[src/rtl/uart_pkg.sv]
// Shared UART definitions: frame constants and the transmitter state encoding.
// Intended to be reused by the matching receiver.
package uart_pkg;

  typedef enum logic [1:0] {
    IDLE,
    START,
    DATA,
    STOP
  } tx_state_t;

  localparam int   DATA_BITS = 8;
  localparam logic START_BIT = 1'b0;
  localparam logic STOP_BIT  = 1'b1;

  // Counter width for a bit period; never narrower than one bit.
  function automatic int cnt_width(input int clks_per_bit);
    return (clks_per_bit > 1) ? $clog2(clks_per_bit) : 1;
  endfunction

endpackage

[src/rtl/uart_tx_if.sv]
// Byte-valid handshake between the Tx driver (master) and the UART transmitter (slave).
interface uart_tx_if;
  import uart_pkg::*;

  logic                 Tx_dv;
  logic [DATA_BITS-1:0] Tx_Byte;
  logic                 Tx_Active;
  logic                 Tx_Done;

  modport master (
    output Tx_dv,
    output Tx_Byte,
    input  Tx_Active,
    input  Tx_Done
  );

  modport slave (
    input  Tx_dv,
    input  Tx_Byte,
    output Tx_Active,
    output Tx_Done
  );

endinterface

[src/rtl/uart_tx.sv]
// 8N1 UART transmitter: start bit, 8 data bits LSB first, stop bit, each held
// CLKS_PER_BIT clocks. All outputs come straight from registers.
module uart_tx
  import uart_pkg::*;
#(
  parameter int CLKS_PER_BIT = 4
) (
  input  logic      clk,
  input  logic      rst,
  uart_tx_if.slave  tx_if,
  output logic      Tx_Serial
);

  localparam int                CNT_W    = cnt_width(CLKS_PER_BIT);
  localparam logic [CNT_W-1:0]  CNT_LAST = CNT_W'(CLKS_PER_BIT - 1);
  localparam int                IDX_W    = $clog2(DATA_BITS);
  localparam logic [IDX_W-1:0]  IDX_LAST = IDX_W'(DATA_BITS - 1);

  tx_state_t            state_q,  state_d;
  logic [CNT_W-1:0]     cnt_q,    cnt_d;
  logic [IDX_W-1:0]     idx_q,    idx_d;
  logic [DATA_BITS-1:0] data_q,   data_d;
  logic                 serial_q, serial_d;
  logic                 active_q, active_d;
  logic                 done_q,   done_d;
  logic                 bit_end;

  // NOTE: sequential state uses non-blocking assignments so every register
  // samples the pre-edge value of every other register.
  always_ff @(posedge clk) begin
    if (rst) begin
      state_q  <= IDLE;
      cnt_q    <= '0;
      idx_q    <= '0;
      // NOTE: the byte latch is a datapath register, but it is cleared too so
      // the post-reset state is fully defined.
      data_q   <= '0;
      serial_q <= STOP_BIT;
      active_q <= 1'b0;
      done_q   <= 1'b0;
    end else begin
      state_q  <= state_d;
      cnt_q    <= cnt_d;
      idx_q    <= idx_d;
      data_q   <= data_d;
      serial_q <= serial_d;
      active_q <= active_d;
      done_q   <= done_d;
    end
  end

  assign bit_end = (cnt_q == CNT_LAST);

  // NOTE: every signal written here gets a default first, so no path through
  // the case statement can leave one unassigned and infer a latch.
  always_comb begin
    state_d  = state_q;
    cnt_d    = cnt_q;
    idx_d    = idx_q;
    data_d   = data_q;
    serial_d = serial_q;
    active_d = active_q;
    done_d   = 1'b0;

    unique case (state_q)
      IDLE: begin
        serial_d = STOP_BIT;
        active_d = 1'b0;
        if (tx_if.Tx_dv) begin
          data_d   = tx_if.Tx_Byte;
          cnt_d    = '0;
          idx_d    = '0;
          serial_d = START_BIT;
          active_d = 1'b1;
          state_d  = START;
        end
      end

      START: begin
        if (bit_end) begin
          cnt_d    = '0;
          serial_d = data_q[0];
          state_d  = DATA;
        end else begin
          cnt_d = cnt_q + 1'b1;
        end
      end

      DATA: begin
        if (bit_end) begin
          cnt_d = '0;
          if (idx_q == IDX_LAST) begin
            idx_d    = '0;
            serial_d = STOP_BIT;
            state_d  = STOP;
          end else begin
            idx_d    = idx_q + 1'b1;
            serial_d = data_q[idx_q + 1'b1];
          end
        end else begin
          cnt_d = cnt_q + 1'b1;
        end
      end

      STOP: begin
        if (bit_end) begin
          cnt_d    = '0;
          active_d = 1'b0;
          done_d   = 1'b1;
          state_d  = IDLE;
        end else begin
          cnt_d = cnt_q + 1'b1;
        end
      end

      default: state_d = IDLE;
    endcase
  end

  assign Tx_Serial       = serial_q;
  assign tx_if.Tx_Active = active_q;
  assign tx_if.Tx_Done   = done_q;

endmodule

[src/flat_wrapper.sv]
// flat-port wrapper written by rule: the top's interface ports become plain ports
module uart_tx_flat import uart_pkg::*;
#(
  parameter int CLKS_PER_BIT = 4
)
  (clk, rst, Tx_Serial, tx_if_Tx_dv, tx_if_Tx_Byte, tx_if_Tx_Active, tx_if_Tx_Done);
  uart_tx_if tx_if_i ();
  input  logic clk;
  input  logic rst;
  output logic Tx_Serial;
  input wire logic [$bits(tx_if_i.Tx_dv)-1:0] tx_if_Tx_dv;
  input wire logic [$bits(tx_if_i.Tx_Byte)-1:0] tx_if_Tx_Byte;
  output wire logic [$bits(tx_if_i.Tx_Active)-1:0] tx_if_Tx_Active;
  output wire logic [$bits(tx_if_i.Tx_Done)-1:0] tx_if_Tx_Done;
  assign tx_if_i.Tx_dv = tx_if_Tx_dv;
  assign tx_if_i.Tx_Byte = tx_if_Tx_Byte;
  assign tx_if_Tx_Active = tx_if_i.Tx_Active;
  assign tx_if_Tx_Done = tx_if_i.Tx_Done;
  uart_tx #(.CLKS_PER_BIT(CLKS_PER_BIT)) u_core (.clk(clk), .rst(rst), .tx_if(tx_if_i), .Tx_Serial(Tx_Serial));
endmodule
[config.mk]
export PLATFORM = sky130hd
export DESIGN_NAME = uart_tx_flat
export DESIGN_NICKNAME = d
export VERILOG_FILES = /design/src/rtl/uart_pkg.sv /design/src/rtl/uart_tx_if.sv /design/src/rtl/uart_tx.sv /design/src/flat_wrapper.sv
export SDC_FILE = /design/constraint.sdc
export NUM_CORES = 1
export LEC_CHECK = 0
export ABC_AREA = 1
export CAP_MARGIN = 20
export CORE_ASPECT_RATIO = 0.8
export CORE_MARGIN = 1.5
export CORE_UTILIZATION = 45
export CTS_CLUSTER_DIAMETER = 50
export DETAILED_ROUTE_END_ITERATION = 16
export GPL_TIMING_DRIVEN = 0
export MAX_ROUTING_LAYER = met4
export PLACE_DENSITY = 0.71
export SLEW_MARGIN = 20
export SYNTH_ARGS = -nofsm -noshare
export SYNTH_HDL_FRONTEND = slang
export SYNTH_SLANG_ARGS = --single-unit
export TNS_END_PERCENT = 100
[constraint.sdc]
create_clock -name clk -period 2.03 [get_ports clk]
set_clock_uncertainty 0.2 [all_clocks]
set_input_delay 0.203 -clock clk [delete_from_list [all_inputs] [get_ports clk]]
set_output_delay 0.203 -clock clk [all_outputs]
set_load 0.03 [all_outputs]
Word-level counts from Yosys, hierarchy flattened
Cells that the tools add are included.

Logic and storage cells: 56. Flip-flop bits (word level): 18. Input port bits: 11. Output and inout bits: 3.

Eq/ne operators: 10. Reduce and logical (&&, ||, !) cells: 11. Add/subtract/negate cells: 2. Bitwise logic cells: 1. Mux-type cells: 24. Magnitude comparators: 1.

Operators with widths (count): 2-to-1 mux 2 bit (7); 2-to-1 mux 3 bit (3); 2-to-1 mux 1 bit (8); != test 2 x 1 -> 1 bit, second input constant (4); case mux 2 bit (4 select lines) (1); equality test 2 bit, second input constant (3); case mux 3 bit (2 select lines) (1); AND reduction 3 bit (2); AND reduction 5 bit (1); < comparator 3 x 4 -> 1 bit, second input constant (1); case mux 2 bit (2 select lines) (1); AND reduction 2 bit (2); nonzero test 2 bit (2); adder 3 x 1 -> 3 bit, second input constant (1); binary-select mux 1 bit (select 3 bit) (1); equality test 3 bit, second input constant (1); case mux 1 bit (3 select lines) (1); nonzero test 3 bit (1); OR reduction 3 bit (1); adder 2 x 1 -> 2 bit, second input constant (1); equality test 2 x 1 -> 1 bit, second input constant (1); zero test 2 bit (1); != test 2 bit, second input constant (1); case mux 1 bit (2 select lines) (1); 2 further kinds (2).

Longest topological paths before layout
Depth in word-level cells: 6. Depth in mapped cells: 9. Gate-level depth less buffers: 9.

Least setup slack after synthesis
OpenSTA, ideal clock, no wires.

Path kind: reg2reg. Start: reg u_core.state_q[0]. End: reg u_core.idx_q[0]. Cell stages (with the launch flop): 9. Arrival time: 1.204 ns. Required time: 1.710 ns. Setup slack: 0.506 ns. Path buffers: 0. Clock period less this slack: 1.524 ns. Library setup time: 0.120 ns. Cells stage by stage: dfxtp_1 > inv_1 > ha_1 > nand2_4 > nand2_4 > nor2_2 > inv_2 > a21oi_1 > a211oi_2.

Longest elaborated chain between the ends: 3. Elaborated cells between the ends (all ways): 7. Those cells by class: eq/ne: 3; mux: 1; reduce/logical: 3.

RTL lines: start: declaration (line uart_tx.sv:19) `tx_state_t state_q, state_d;`; start signal: assignment (line uart_tx.sv:42) `state_q <= state_d;`; equality test 2 bit or zero test 2 bit (tied branches) (line uart_tx.sv:65) `unique case (state_q)`; != test 2 x 1 -> 1 bit (no line), or another cell as far along; AND reduction 3 bit (no line); end signal: assignment (line uart_tx.sv:44) `idx_q <= idx_d;`; end: declaration (line uart_tx.sv:21) `logic [IDX_W-1:0] idx_q, idx_d;`.

Several ways; a longest one is shown, not always the timed one. A chain may end at the register's enable or synchronous reset.

Worst setup path in the final report
Start: reg u_core.active_q, in the netlist u_core.tx_if.Tx_Active. End: out tx_if_Tx_Active.

RTL lines: start: declaration (line uart_tx.sv:24) `logic active_q, active_d;`; start signal: assignment (line uart_tx.sv:47) `active_q <= active_d;`; end: declaration (line flat_wrapper.sv:13) `output wire logic [$bits(tx_if_i.Tx_Active)-1:0] tx_if_Tx_Active;`.

No word-level cell between the ends.

==> impl_metrics.json <==
{
  "status": "complete, no violations",
  "period_minus_slack_ns": 1.711,
  "first_global_vias": 733,
  "grt_start_max_net_pins": 11,
  "nFillCells": 184,
  "peakVddDrop_uv": 623.0,
  "grt_overflow_total": 0,
  "syn_area_per_cell_um2": 7.653,
  "finalMaxSlewViolations": 0,
  "synth-seq-cells": 18,
  "rows": 14,
  "cts.sinks": 18,
  "crit_path_end_kind": "primary output",
  "ant_nets": 0,
  "hold_viol_final": 0,
  "required_ns": 1.63,
  "seq_area_frac_synth_pct": 39.24,
  "cts_hold_buffers": 1,
  "antenna_found_initial": 0,
  "synth_top_area_share_pct": 39.24,
  "synth_edf_count": 0,
  "cts_max_level": 1,
  "arrival_ns": 1.31,
  "start_util_pct": 48.10,
  "cts_setup_buffers": 0,
  "crit_chain": "clkdlybuf4s50_1",
  "crit_buf_inv": 1,
  "worstMarginPinSlew_ns": 0.4444,
  "leakage_nw": 0.4545,
  "cts_tree": "built",
  "synthFlopType": "dfxtp_1",
  "finalSetupTns_ns": 0,
  "dieArea_um2": 2322,
  "core_area_um2": 1909,
  "drv_cap": 0,
  "path_clk_slew_ns": 0.09,
  "grt_first_pass_wirelength_um": 3105,
  "drc": 0,
  "start_kind": "register",
  "avgViaCountPerCell": 4.988,
  "period_share_pct": 84.31,
  "crit_fanout": 2,
  "gp_congestion": 0.8180,
  "fmax_mhz": 584.3,
  "routedWlPerCell_um": 10.71,
  "die_x_um": 53.51,
  "ctsRootBufferMaster": "clkbuf_4",
  "slowest_delay_ns": 0.67,
  "netlist_instances": 120,
  "grt_setup_unrepaired": "false",
  "pin_count": 14,
  "detailroute.via_count": 798,
  "ys_async_sr_fraction_pct": 0,
  "seq_area_um2": 360.3,
  "ys_top_cells_by_area": "dfxtp_1 39%, nand2_1 14%, ha_1 9.5%, a21oi_1 9.3%, nand3_1 4.9%",
  "wl_um": 1714,
  "n_antenna_cell": 0,
  "firstDrtPassIters": 4,
  "critical_path.top_delay_family": "buffers and inverters",
  "design_area_um2": 1101,
  "syn_to_final_growth_pct": 19.89,
  "fin_nets": 156,
  "grtUsageTotal_pct": 19.21,
  "yosysUniqueCellTypes": 20,
  "hold_path.class": "primary input to register",
  "slew_headroom_pct": 70.37,
  "placed_cell_area_um2": 1069,
  "synth_commonest_cells": "34 x nand2_1, 18 x dfxtp_1, 17 x a21oi_1",
  "r2r_setup_slack_ns": 0.33,
  "hpwl_um": 1322,
  "synthesis.nets": 138,
  "io_buffer_count": 12,
  "synth_warnings": 0,
  "crit_path_top_delay_cell": "clkdlybuf4s50_1",
  "cts_resized": 0,
  "syn_area_um2": 918.4,
  "setup_viol": 0,
  "drtIter0Drc": 16,
  "synth_top_area_cell": "dfxtp_1",
  "power_density_nw_per_um2": 1171,
  "clock_latency_ns": 0.30,
  "worstSetupPathType": "register to primary output",
  "multi_input_area_um2": 493.0,
  "cts_buffer_depth": 2,
  "cts_buffers": 3,
  "synth.most_common_cell": "nand2_1",
  "dieHeight_um": 43.41,
  "drive_gt1_share_pct": 12.50
}
-- routing by layer --
| metal | routed length (um) | vias up | GRT usage [%] |
|---|---|---|---|
| li1 | - | 430 | - |
| met1 | 833 | 347 | 24.67 |
| met2 | 774 | 17 | 27.90 |
| met3 | 87 | 4 | 7.241 |
| met4 | 19 | 0 | 6.154 |
| met5 | 0 | - | - |
-- worst paths after layout --
kind,start,endpoint,cells after the start
min reg2reg,u_core.data_q[6],u_core.data_q[6],2
min,tx_if_Tx_Byte[0],u_core.data_q[0],3
max,u_core.tx_if.Tx_Active,tx_if_Tx_Active,1
max reg2reg,u_core.state_q[0],u_core.idx_q[0],7
-- power by group --
group | internal (W) | switching [W] | leakage [nW]
logic | 0.000240 | 0.000381 | 0.293
registers | 0.000436 | 0.0000571 | 0.148
clock network | 0.0000693 | 0.000106 | 0.0138
total | 0.000746 | 0.000544 | 0.455
-- tightest hold or removal path: stages --
cell and delay (ns):
clkdlybuf4s50_1 0.39, nand2_1 0.06, a21oi_1 0.05
-- through the flow --
step           util [%]  total power (W)  hold slack [ns]  setup WS, ns  instances
5_1_grt           57.67         0.001407           0.2391        0.2049        160
2_1_floorplan         -        0.0009716           0.1467        0.5058        120
3_3_place_gp      55.96         0.001097           0.2519        0.3521        156
6_report          57.67         0.001290           0.2443        0.3185        160
4_1_cts           57.67         0.001301           0.2317        0.3040        160
3_5_place_dp      55.96         0.001118           0.2567        0.3561        156
-- final cells by class --
| type | count | share of cell area (%) |
|---|---|---|
| plain buffers | 2 | 0.7955 |
| clock buffers | 3 | 2.045 |
| inverters | 15 | 5.114 |
| multi-input cells | 85 | 44.77 |
| flip-flops and latches | 18 | 32.73 |
| well taps | 24 | 2.727 |
| repair buffers | 13 | 11.82 |
-- registers in the layout, summed over array words and instances (netlist names) --
signal,flops
u_core.data_q,8
u_core.tx_if.Tx_Done,1
u_core.state_q,2
u_core.Tx_Serial,1
u_core.tx_if.Tx_Active,1
u_core.idx_q,3
u_core.cnt_q,2
-- cells by family (layout without fill, tap and decap cells) --
family | count (synthesis) | count (layout) | share of synthesized area, %
DFF | 18 | 18 | 39.24
AOI/OAI and AO/OA | 23 | 23 | 14.85
adders and majority gates | 7 | 7 | 9.536
buffers and inverters | 17 | 33 | 7.084
and+or+nand+nor | 55 | 55 | 29.29
-- placed cells by master (no fill, tap or decap), drive strengths merged, types with 3 or more instances in the layout --
cell,n
ha,7
nand3,9
nor2,6
clkbuf,3
clkdlybuf4s50,12
nand2,38
a211oi,3
dfxtp,18
a21oi,17
inv,15
(Power assumes the default switching activity.)
